<file path="config.mk">
export PLATFORM = sky130hd
export DESIGN_NAME = spi_sclk_gen
export DESIGN_NICKNAME = d
export VERILOG_FILES = /design/src/rtl/spi_pkg.sv /design/src/rtl/spi_halfper_cnt.sv /design/src/rtl/spi_sclk_gen.sv
export SDC_FILE = /design/constraint.sdc
export NUM_CORES = 1
export LEC_CHECK = 0
export CORE_MARGIN = 2
export CORE_UTILIZATION = 50
export CTS_BUF_LIST = sky130_fd_sc_hd__clkbuf_8
export DETAILED_ROUTE_END_ITERATION = 12
export PLACE_DENSITY = 0.82
export SLEW_MARGIN = 20
export SYNTH_ARGS = -nofsm -noshare
export SYNTH_HDL_FRONTEND = slang
export SYNTH_SLANG_ARGS = --single-unit
</file>
<file path="constraint.sdc">
create_clock -name clk -period 1.85 [get_ports clk]
set_input_delay 0.2775 -clock clk [delete_from_list [all_inputs] [get_ports clk]]
set_output_delay 0.2775 -clock clk [all_outputs]
set_load 0.02 [all_outputs]
</file>
<file path="src/rtl/spi_pkg.sv">
// Shared constants for the SPI clock generator: FSM state encoding and default sizing.
package spi_pkg;

  localparam int NUM_CS_DEF = 4;
  localparam int DIV_W_DEF  = 8;
  localparam int LEN_W_DEF  = 5;

  localparam logic [1:0] ST_IDLE  = 2'd0;
  localparam logic [1:0] ST_LEAD  = 2'd1;
  localparam logic [1:0] ST_XFER  = 2'd2;
  localparam logic [1:0] ST_TRAIL = 2'd3;

endpackage

</file>
<file path="src/rtl/spi_halfper_cnt.sv">
// Half-period down-counter: loads D-1, counts while run, tc is a one-cycle pulse at zero.
// Auto-reloads from load_val on tc so consecutive half-periods need no extra load.
module spi_halfper_cnt #(
  parameter int DIV_W = 8
) (
  input  logic             clk,
  input  logic             rst,
  input  logic             load,
  input  logic [DIV_W-1:0] load_val,
  input  logic             run,
  output logic             tc
);

  logic [DIV_W-1:0] cnt_q;
  logic [DIV_W-1:0] cnt_d;

  assign tc = run && (cnt_q == '0);

  always_comb begin
    cnt_d = cnt_q;
    if (load) begin
      cnt_d = load_val;
    end else if (run) begin
      cnt_d = tc ? load_val : cnt_q - 1'b1;
    end
  end

  always_ff @(posedge clk) begin
    if (!rst) begin
      cnt_q <= '0;
    end else begin
      cnt_q <= cnt_d;
    end
  end

endmodule

</file>
<file path="src/rtl/spi_sclk_gen.sv">
// SPI master sclk/cs_n/strobe generator; registered outputs, frame begins the cycle after start, start ignored while busy.
// Defining SPI_SCLK_GEN_CS_SETUP_EN adds a D-cycle chip-select setup (LEAD) phase before the first edge.
module spi_sclk_gen
  import spi_pkg::*;
#(
  parameter int  NUM_CS = NUM_CS_DEF,
  parameter int  DIV_W  = DIV_W_DEF,
  parameter int  LEN_W  = LEN_W_DEF,
  localparam int CS_W   = (NUM_CS > 1) ? $clog2(NUM_CS) : 1
) (
  input  logic              clk,
  input  logic              rst,
  input  logic              start,
  input  logic              cfg_cpol,
  input  logic              cfg_cpha,
  input  logic [DIV_W-1:0]  cfg_div,
  input  logic [LEN_W-1:0]  cfg_len,
  input  logic [CS_W-1:0]   cfg_cs,
  output logic              busy,
  output logic              sclk,
  output logic [NUM_CS-1:0] cs_n,
  output logic              shift_stb,
  output logic              sample_stb,
  output logic              done
);

  logic [1:0]        state_q, state_d;
  logic              cpol_q, cpol_d, cpha_q, cpha_d;
  logic [DIV_W-1:0]  div_q, div_d;
  logic [LEN_W-1:0]  len_q, len_d;
  logic [LEN_W:0]    edge_q, edge_d;
  logic              sclk_q, sclk_d, busy_q, busy_d;
  logic [NUM_CS-1:0] cs_n_q, cs_n_d;
  logic              shift_q, shift_d, sample_q, sample_d, done_q, done_d;
  logic              cnt_load, cnt_run, tc;
  logic              odd_edge, last_edge;

  // edge_q counts edges already emitted, so the upcoming edge is odd when edge_q is even
  assign odd_edge  = ~edge_q[0];
  assign last_edge = (edge_q == {len_q, 1'b1});
  assign cnt_run   = (state_q != ST_IDLE);

  spi_halfper_cnt #(.DIV_W(DIV_W)) u_halfper (
    .clk      (clk),
    .rst      (rst),
    .load     (cnt_load),
    .load_val (div_d),
    .run      (cnt_run),
    .tc       (tc)
  );

  always_comb begin
    state_d  = state_q;
    cpol_d   = cpol_q;
    cpha_d   = cpha_q;
    div_d    = div_q;
    len_d    = len_q;
    edge_d   = edge_q;
    sclk_d   = sclk_q;
    cs_n_d   = cs_n_q;
    busy_d   = busy_q;
    shift_d  = 1'b0;
    sample_d = 1'b0;
    done_d   = 1'b0;
    cnt_load = 1'b0;
    case (state_q)
      ST_IDLE: begin
        if (start) begin
          cpol_d   = cfg_cpol;
          cpha_d   = cfg_cpha;
          div_d    = cfg_div;
          len_d    = cfg_len;
          edge_d   = '0;
          sclk_d   = cfg_cpol;
          busy_d   = 1'b1;
          cnt_load = 1'b1;
          cs_n_d   = '1;
          for (int i = 0; i < NUM_CS; i++) begin
            if (int'(cfg_cs) == i) cs_n_d[i] = 1'b0;
          end
`ifdef SPI_SCLK_GEN_CS_SETUP_EN
          state_d = ST_LEAD;
`else
          state_d = ST_XFER;
          shift_d = ~cfg_cpha;
`endif
        end
      end
`ifdef SPI_SCLK_GEN_CS_SETUP_EN
      ST_LEAD: begin
        if (tc) begin
          state_d = ST_XFER;
          shift_d = ~cpha_q;
        end
      end
`endif
      ST_XFER: begin
        if (tc) begin
          sclk_d = ~sclk_q;
          if (cpha_q) begin
            shift_d  = odd_edge;
            sample_d = ~odd_edge;
          end else begin
            sample_d = odd_edge;
            shift_d  = ~odd_edge && ~last_edge;
          end
          if (last_edge) state_d = ST_TRAIL;
          else           edge_d  = edge_q + 1'b1;
        end
      end
      ST_TRAIL: begin
        if (tc) begin
          state_d = ST_IDLE;
          busy_d  = 1'b0;
          cs_n_d  = '1;
          done_d  = 1'b1;
        end
      end
      default: state_d = ST_IDLE;
    endcase
  end

  always_ff @(posedge clk) begin
    if (!rst) begin
      state_q  <= ST_IDLE;
      cpol_q   <= 1'b0;
      cpha_q   <= 1'b0;
      div_q    <= '0;
      len_q    <= '0;
      edge_q   <= '0;
      sclk_q   <= 1'b0;
      cs_n_q   <= '1;
      busy_q   <= 1'b0;
      shift_q  <= 1'b0;
      sample_q <= 1'b0;
      done_q   <= 1'b0;
    end else begin
      state_q  <= state_d;
      cpol_q   <= cpol_d;
      cpha_q   <= cpha_d;
      div_q    <= div_d;
      len_q    <= len_d;
      edge_q   <= edge_d;
      sclk_q   <= sclk_d;
      cs_n_q   <= cs_n_d;
      busy_q   <= busy_d;
      shift_q  <= shift_d;
      sample_q <= sample_d;
      done_q   <= done_d;
    end
  end

  assign busy       = busy_q;
  assign sclk       = sclk_q;
  assign cs_n       = cs_n_q;
  assign shift_stb  = shift_q;
  assign sample_stb = sample_q;
  assign done       = done_q;

endmodule

</file>
Word level (Yosys, flattened, before mapping)
Index checks and enable logic that the tools add are counted.

storage, ports and cells
  logic and storage cells = 80
  bits in registers = 39
  output and inout port bits = 9
  bits of input ports = 20

operators by class
  bitwise operators = 4
  equality and inequality tests = 11
  reductions and logical operators = 16
  add/subtract/negate cells = 2
  muxes and demuxes = 35

operators with widths
  operator                                             count
  two-way mux 8 bit                                    5
  two-way mux 6 bit                                    3
  two-way mux 1 bit                                    15
  one-hot mux 6 bit (2 select lines)                   1
  AND reduction 3 bit                                  3
  equality test 2 bit, second input constant           4
  logical NOT 8 bit                                    1
  two-way mux 2 bit                                    4
  two-way mux 4 bit                                    2
  one-hot mux 4 bit (2 select lines)                   1
  AND reduction 4 bit                                  2
  nonzero test 2 bit                                   4
  subtractor 8 x 1 -> 8 bit, second input constant     1
  adder 6 x 1 -> 6 bit, second input constant          1
  equality test 6 bit                                  1
  != test 2 bit, second input constant                 3
  one-hot mux 1 bit (2 select lines)                   3
  one-hot mux 2 bit (3 select lines)                   1
  logical NOT 2 bit                                    2
  != test 2 x 1 -> 1 bit, second input constant        2
  inverter 1 bit                                       4
  AND reduction 2 bit                                  2
  equality test 2 x 1 -> 1 bit, second input constant  1
  logical AND 1 bit                                    2

Logic depth before layout (Yosys ltp)
  depth after elaboration = 6
  mapped depth = 8
  depth with buffers taken out = 7

Cells and area by module
From an unflattened synthesis, not the netlist that was laid out.

second synthesis, totals
  cell total of the unflattened synthesis = 247
  area, all modules = 1935.6 um2

by module, submodules not included
  module           cells each  seq. area each (um2)  instances  area an instance (um2)
  spi_sclk_gen     181         620.6                 1          1395.1
  spi_halfper_cnt  66          160.2                 1          540.5

Least setup slack after synthesis
Ideal clock, no wire load.

  path type = reg2reg
  start point = register u_halfper.cnt_q[2]
  end point = register edge_q[4]
  required time = 1727 ps
  arrival = 1731 ps
  stages on the path, launching flop included = 6
  period minus slack after synthesis = 1855 ps
  setup slack = -5 ps
  buffers on the path = 0
  library setup time = 123 ps
  path through = dfxtp_1 -> nor4_4 -> a41oi_2 -> a41oi_2 -> nand4_1 -> mux2_1

on the way
  cells in the longest elaborated chain, start to end = 4

ends and longest elaborated chain
  element                                  RTL line               RTL
  from (decl)                              spi_halfper_cnt.sv:14  logic [DIV_W-1:0] cnt_q;
  from (signal assigned)                   spi_halfper_cnt.sv:32  cnt_q <= cnt_d;
  logical NOT 8 bit                        spi_halfper_cnt.sv:17  assign tc = run && (cnt_q == '0);
  logical AND 1 bit                        spi_halfper_cnt.sv:17
  != test 2 x 1 -> 1 bit (no source line)  -
  AND reduction 4 bit (no source line)     -
  to (signal assigned)                     spi_sclk_gen.sv:143    edge_q <= edge_d;
  to (decl)                                spi_sclk_gen.sv:31     logic [LEN_W:0] edge_q, edge_d;

Every way passes these cells.
A chain may end at the register's enable or synchronous reset.

Final worst setup path
Same ends and word-level chain as after synthesis.

==> results_tabular.tex <==
\begin{tabular}{lr}
\hline
Metric & Value \\
\hline
\multicolumn{2}{l}{\textbf{Status}} \\
\quad Status & completed \\
\multicolumn{2}{l}{\textbf{CTS}} \\
\quad H-Tree Depth & 2 \\
\quad \# clock sinks & 39 \\
\quad Gates resized, CTS repair & 0 \\
\quad Post-CTS setup buffer count & 0 \\
\quad Clock Root Buffer & sky130\_fd\_sc\_hd\_\_clkbuf\_8 \\
\quad CTS Buf Count & 5 \\
\quad Number of buffers on the longest clock path & 2 \\
\quad Post-CTS Hold Buffers & 0 \\
\quad Clock tree from TritonCTS & built \\
\quad Clk Latency, worst-skew pair & 0.29 ns \\
\quad Worst-path clk slew & 0.08 ns \\
\multicolumn{2}{l}{\textbf{Pwr}} \\
\quad Worst IR drop on VDD & 0.493 mV \\
\quad Internal power contribution & 0.00137 W \\
\quad Switching component of the power & 0.000584 W \\
\quad Switching power as a share of total power & 29.9\% \\
\quad Relative contribution of sequential cells to total power & 48.2\% \\
\quad Leakage Power & 0.966 nW \\
\quad Cell area power density & 814 nW/um2 \\
\quad Comb power frac & 23.2\% \\
\quad Clock share of power & 28.5\% \\
\quad Power consumption & 0.00196 W \\
\multicolumn{2}{l}{\textbf{Placed design}} \\
\quad Number of buffers inserted by port buffering & 28 \\
\quad Post-Place Setup Slack & -0.126 ns \\
\quad Routability Congestion & 0.913 \\
\quad Placed wire-length estimate after detailed placement & 3170 um \\
\multicolumn{2}{l}{\textbf{Synthesis}} \\
\quad Largest area contributor in the synthesized netlist & sky130\_fd\_sc\_hd\_\_dfxtp\_1 \\
\quad Number of distinct library cells after synthesis & 46 \\
\quad Summed instance area of the synthesized netlist & 1880 um2 \\
\quad Cells taking the most area after synthesis & sky130\_fd\_sc\_hd\_\_dfxtp\_1, sky130\_fd\_sc\_hd\_\_nand2\_1, sky130\_fd\_sc\_hd\_\_a21oi\_1 \\
\quad Share of Yosys cell area claimed by the top area cell type & 41.5\% \\
\quad Top FF cell, synth & sky130\_fd\_sc\_hd\_\_dfxtp\_1 \\
\quad Number of flops mapped to enable cells by yosys & 0 \\
\quad Post-synthesis instance total & 230 \\
\quad Synthesized area divided by synthesized cell count & 8.18 um2 \\
\quad Post-Synthesis Net Count & 252 \\
\quad Total number of yosys warnings & 0 \\
\quad Register area share after synthesis & 41.5\% \\
\quad Number of storage elements in the synthesis netlist & 39 \\
\quad Share of synthesized registers carrying an async set or reset & 0\% \\
\multicolumn{2}{l}{\textbf{Routing}} \\
\quad DR pass1 iterations & 6 \\
\quad Wire length per cell & 14.2 um \\
\quad DRC violation count after routing & 0 \\
\quad Via density & 5.66 \\
\quad Vias & 1806 \\
\quad Antenna-violating nets left & 0 \\
\quad Iteration-0 DRC Markers & 114 \\
\quad Final Routed Wirelength & 4520 um \\
\multicolumn{2}{l}{\textbf{Timing}} \\
\quad Setup TNS & 0 ns \\
\quad Final setup fails & 0 \\
\quad Final worst-path cycle share & 95.8\% \\
\quad Slew @ Worst Pin & 0.483 ns \\
\quad Worst path setup slack after routing & 0.0775 ns \\
\quad Max-slew violation count & 0 \\
\quad Number of hold violations in the final report & 0 \\
\quad Highest attainable clock frequency & 0.564 GHz \\
\quad Final min period & 1.77 ns \\
\quad Relative slew slack & 67.7\% \\
\quad Worst-case clock skew & 0.00589 ns \\
\quad Worst Hold Margin & 0.463 ns \\
\multicolumn{2}{l}{\textbf{GRT}} \\
\quad Pin count of the biggest net entering global routing & 17 \\
\quad Global-route wire length before repair & 7400 um \\
\quad Vias in the first global route & 1637 \\
\quad Antenna violations before repair & 0 \\
\quad Global routing usage summed across all routing layers & 22.2\% \\
\quad Global route total overflow & 0 \\
\multicolumn{2}{l}{\textbf{Cells and area}} \\
\quad Most frequent standard cell in the layout excluding fill and tap cells & sky130\_fd\_sc\_hd\_\_nand2\_1 \\
\quad Total inserted antenna cells & 0 \\
\quad Layout overhead on the synthesized area & 27.7\% \\
\quad Most frequent cells in the layout & sky130\_fd\_sc\_hd\_\_nand2\_1, sky130\_fd\_sc\_hd\_\_dfxtp\_1, sky130\_fd\_sc\_hd\_\_clkdlybuf4s50\_1, sky130\_fd\_sc\_hd\_\_a21oi\_1, sky130\_fd\_sc\_hd\_\_buf\_4 \\
\quad Net count, final & 292 \\
\quad Final core utilization & 66.1\% \\
\quad Layout cells sized above 1 & 16.2\% \\
\multicolumn{2}{l}{\textbf{Worst setup path}} \\
\quad Worst setup path category & reg2reg \\
\quad Family with the most delay on the worst path & simple AND/OR/NAND/NOR gates \\
\quad Required time of the critical path & 2.04 ns \\
\quad Crit path cell chain & nor4\_4 > a41oi\_2 > a41oi\_2 > nand4\_1 > mux2\_1 \\
\quad Crit path DAT & 1.96 ns \\
\quad Crit path capture type & flop \\
\quad CP Buf/Inv Count & 0 \\
\quad Peak per-stage delay on the critical path & 0.38 ns \\
\quad Crit-path max FO & 4 \\
\quad Slowest stage cell, crit path & sky130\_fd\_sc\_hd\_\_nor4\_4 \\
\quad Critical Path Start Type & flop \\
\quad Worst path most repeated cell & sky130\_fd\_sc\_hd\_\_a41oi\_2 \\
\multicolumn{2}{l}{\textbf{Floorplanning}} \\
\quad Std-Cell Rows & 22 \\
\quad Initial core utilization & 51.8\% \\
\quad Die outline area & 4270 um2 \\
\quad Core area & 3630 um2 \\
\quad Die outline height & 65.3 um \\
\quad Horizontal extent of the die & 65.3 um \\
\quad IO Pins & 29 \\
\multicolumn{2}{l}{\textbf{Flow run}} \\
\quad Number of max-cap violations & 0 \\
\multicolumn{2}{l}{\textbf{Min path}} \\
\quad Worst min-delay path class & reg2reg \\
\hline
\end{tabular}
## state kept, by name, summed over array words and instances (netlist names)
name / flops
div_q: 8
u_halfper.cnt_q: 8
edge_q: 6
len_q: 5
cs_n: 4
state_q: 2
busy: 1
cpha_q: 1
done: 1
sample_stb: 1
sclk: 1
shift_stb: 1
## worst reg2reg max path: stages, from the launching register on
cell and delay [ns]:
sky130_fd_sc_hd__dfxtp_2 0.34, sky130_fd_sc_hd__nor4_4 0.39, sky130_fd_sc_hd__a41oi_2 0.24, sky130_fd_sc_hd__a41oi_2 0.26, sky130_fd_sc_hd__nand4_1 0.13, sky130_fd_sc_hd__mux2_1 0.32
## cell type report
type / count / area, um2
Clock buffer: 5 / 68.8
Inverter: 5 / 18.8
Fill cell: 324 / 1230
Timing Repair Buffer: 47 / 423
Multi-Input combinational cell: 172 / 1030
Clock inverter: 3 / 15.0
Sequential cell: 39 / 785
Tap cell: 48 / 60.1
## final timing paths
path	to	from	cells past startpoint	slack, ns
setup / recovery	edge_q[4]$_SDFFE_PN0P_	u_halfper.cnt_q[2]$_SDFFE_PN0P_	5	0.08
hold / removal	div_q[5]$_SDFF_PN0_	div_q[5]$_SDFF_PN0_	2	0.46
setup reg to reg	edge_q[4]$_SDFFE_PN0P_	u_halfper.cnt_q[2]$_SDFFE_PN0P_	5	0.08
hold reg to reg	div_q[5]$_SDFF_PN0_	div_q[5]$_SDFF_PN0_	2	0.46
## through the flow
step | instances | cell area, um2
final | 319 | 2400
after CTS | 319 | 2390
after global routing | 319 | 2400
after global placement | 311 | 2310
after detailed placement | 311 | 2310
after floorplan | 230 | 1880
## power by group through the flow
stage          Sequential (W)  Combinational, W  Clock, W
6_report             0.000943          0.000454  0.000558
4_1_cts              0.000940          0.000449  0.000564
3_5_place_dp         0.000959          0.000446         0
2_1_floorplan        0.000957          0.000271         0
5_1_grt              0.000949          0.000501  0.000597
3_3_place_gp         0.000957          0.000440         0
## Yosys cell counts, types with 2 or more instances
cell	count
sky130_fd_sc_hd__xor2_1	5
sky130_fd_sc_hd__o31ai_1	2
sky130_fd_sc_hd__o21ai_0	11
sky130_fd_sc_hd__a31oi_1	4
sky130_fd_sc_hd__inv_1	4
sky130_fd_sc_hd__a21oi_1	23
sky130_fd_sc_hd__dfxtp_1	39
sky130_fd_sc_hd__or2_2	4
sky130_fd_sc_hd__nor4_1	2
sky130_fd_sc_hd__and3_1	3
sky130_fd_sc_hd__nor2_1	18
sky130_fd_sc_hd__clkbuf_1	14
sky130_fd_sc_hd__xnor2_1	3
sky130_fd_sc_hd__ha_1	2
sky130_fd_sc_hd__a2bb2oi_1	2
sky130_fd_sc_hd__nor2b_1	5
sky130_fd_sc_hd__a31o_2	2
sky130_fd_sc_hd__a41oi_2	2
sky130_fd_sc_hd__a211oi_1	3
sky130_fd_sc_hd__o2111ai_1	2
sky130_fd_sc_hd__nand4_1	5
sky130_fd_sc_hd__nand4b_1	2
sky130_fd_sc_hd__nand3_1	6
sky130_fd_sc_hd__o21a_1	2
sky130_fd_sc_hd__mux2i_1	3
sky130_fd_sc_hd__nand2_1	39
sky130_fd_sc_hd__nor3_1	4
## metal layers
metal | vias up | track usage, % | part of all wire [%]
li1 | 900 | - | -
met1 | 834 | 30.0 | 47
met2 | 66 | 35.1 | 45
met3 | 6 | 4.79 | 6.5
met4 | 0 | 7.29 | 1.2
met5 | - | 0 | 0
## logic make-up after synthesis
group / after synthesis / share of synthesized area [%]
AOI/OAI and AO/OA: 62 / 21.8
and+or+nand+nor: 95 / 25.1
DFF: 39 / 41.5
muxes: 5 / 2.79
buffers and inverters: 19 / 3.79
adders and majority gates: 2 / 1.33
xor gates and xnor gates: 8 / 3.73
Power figures use the tool's default switching activity.
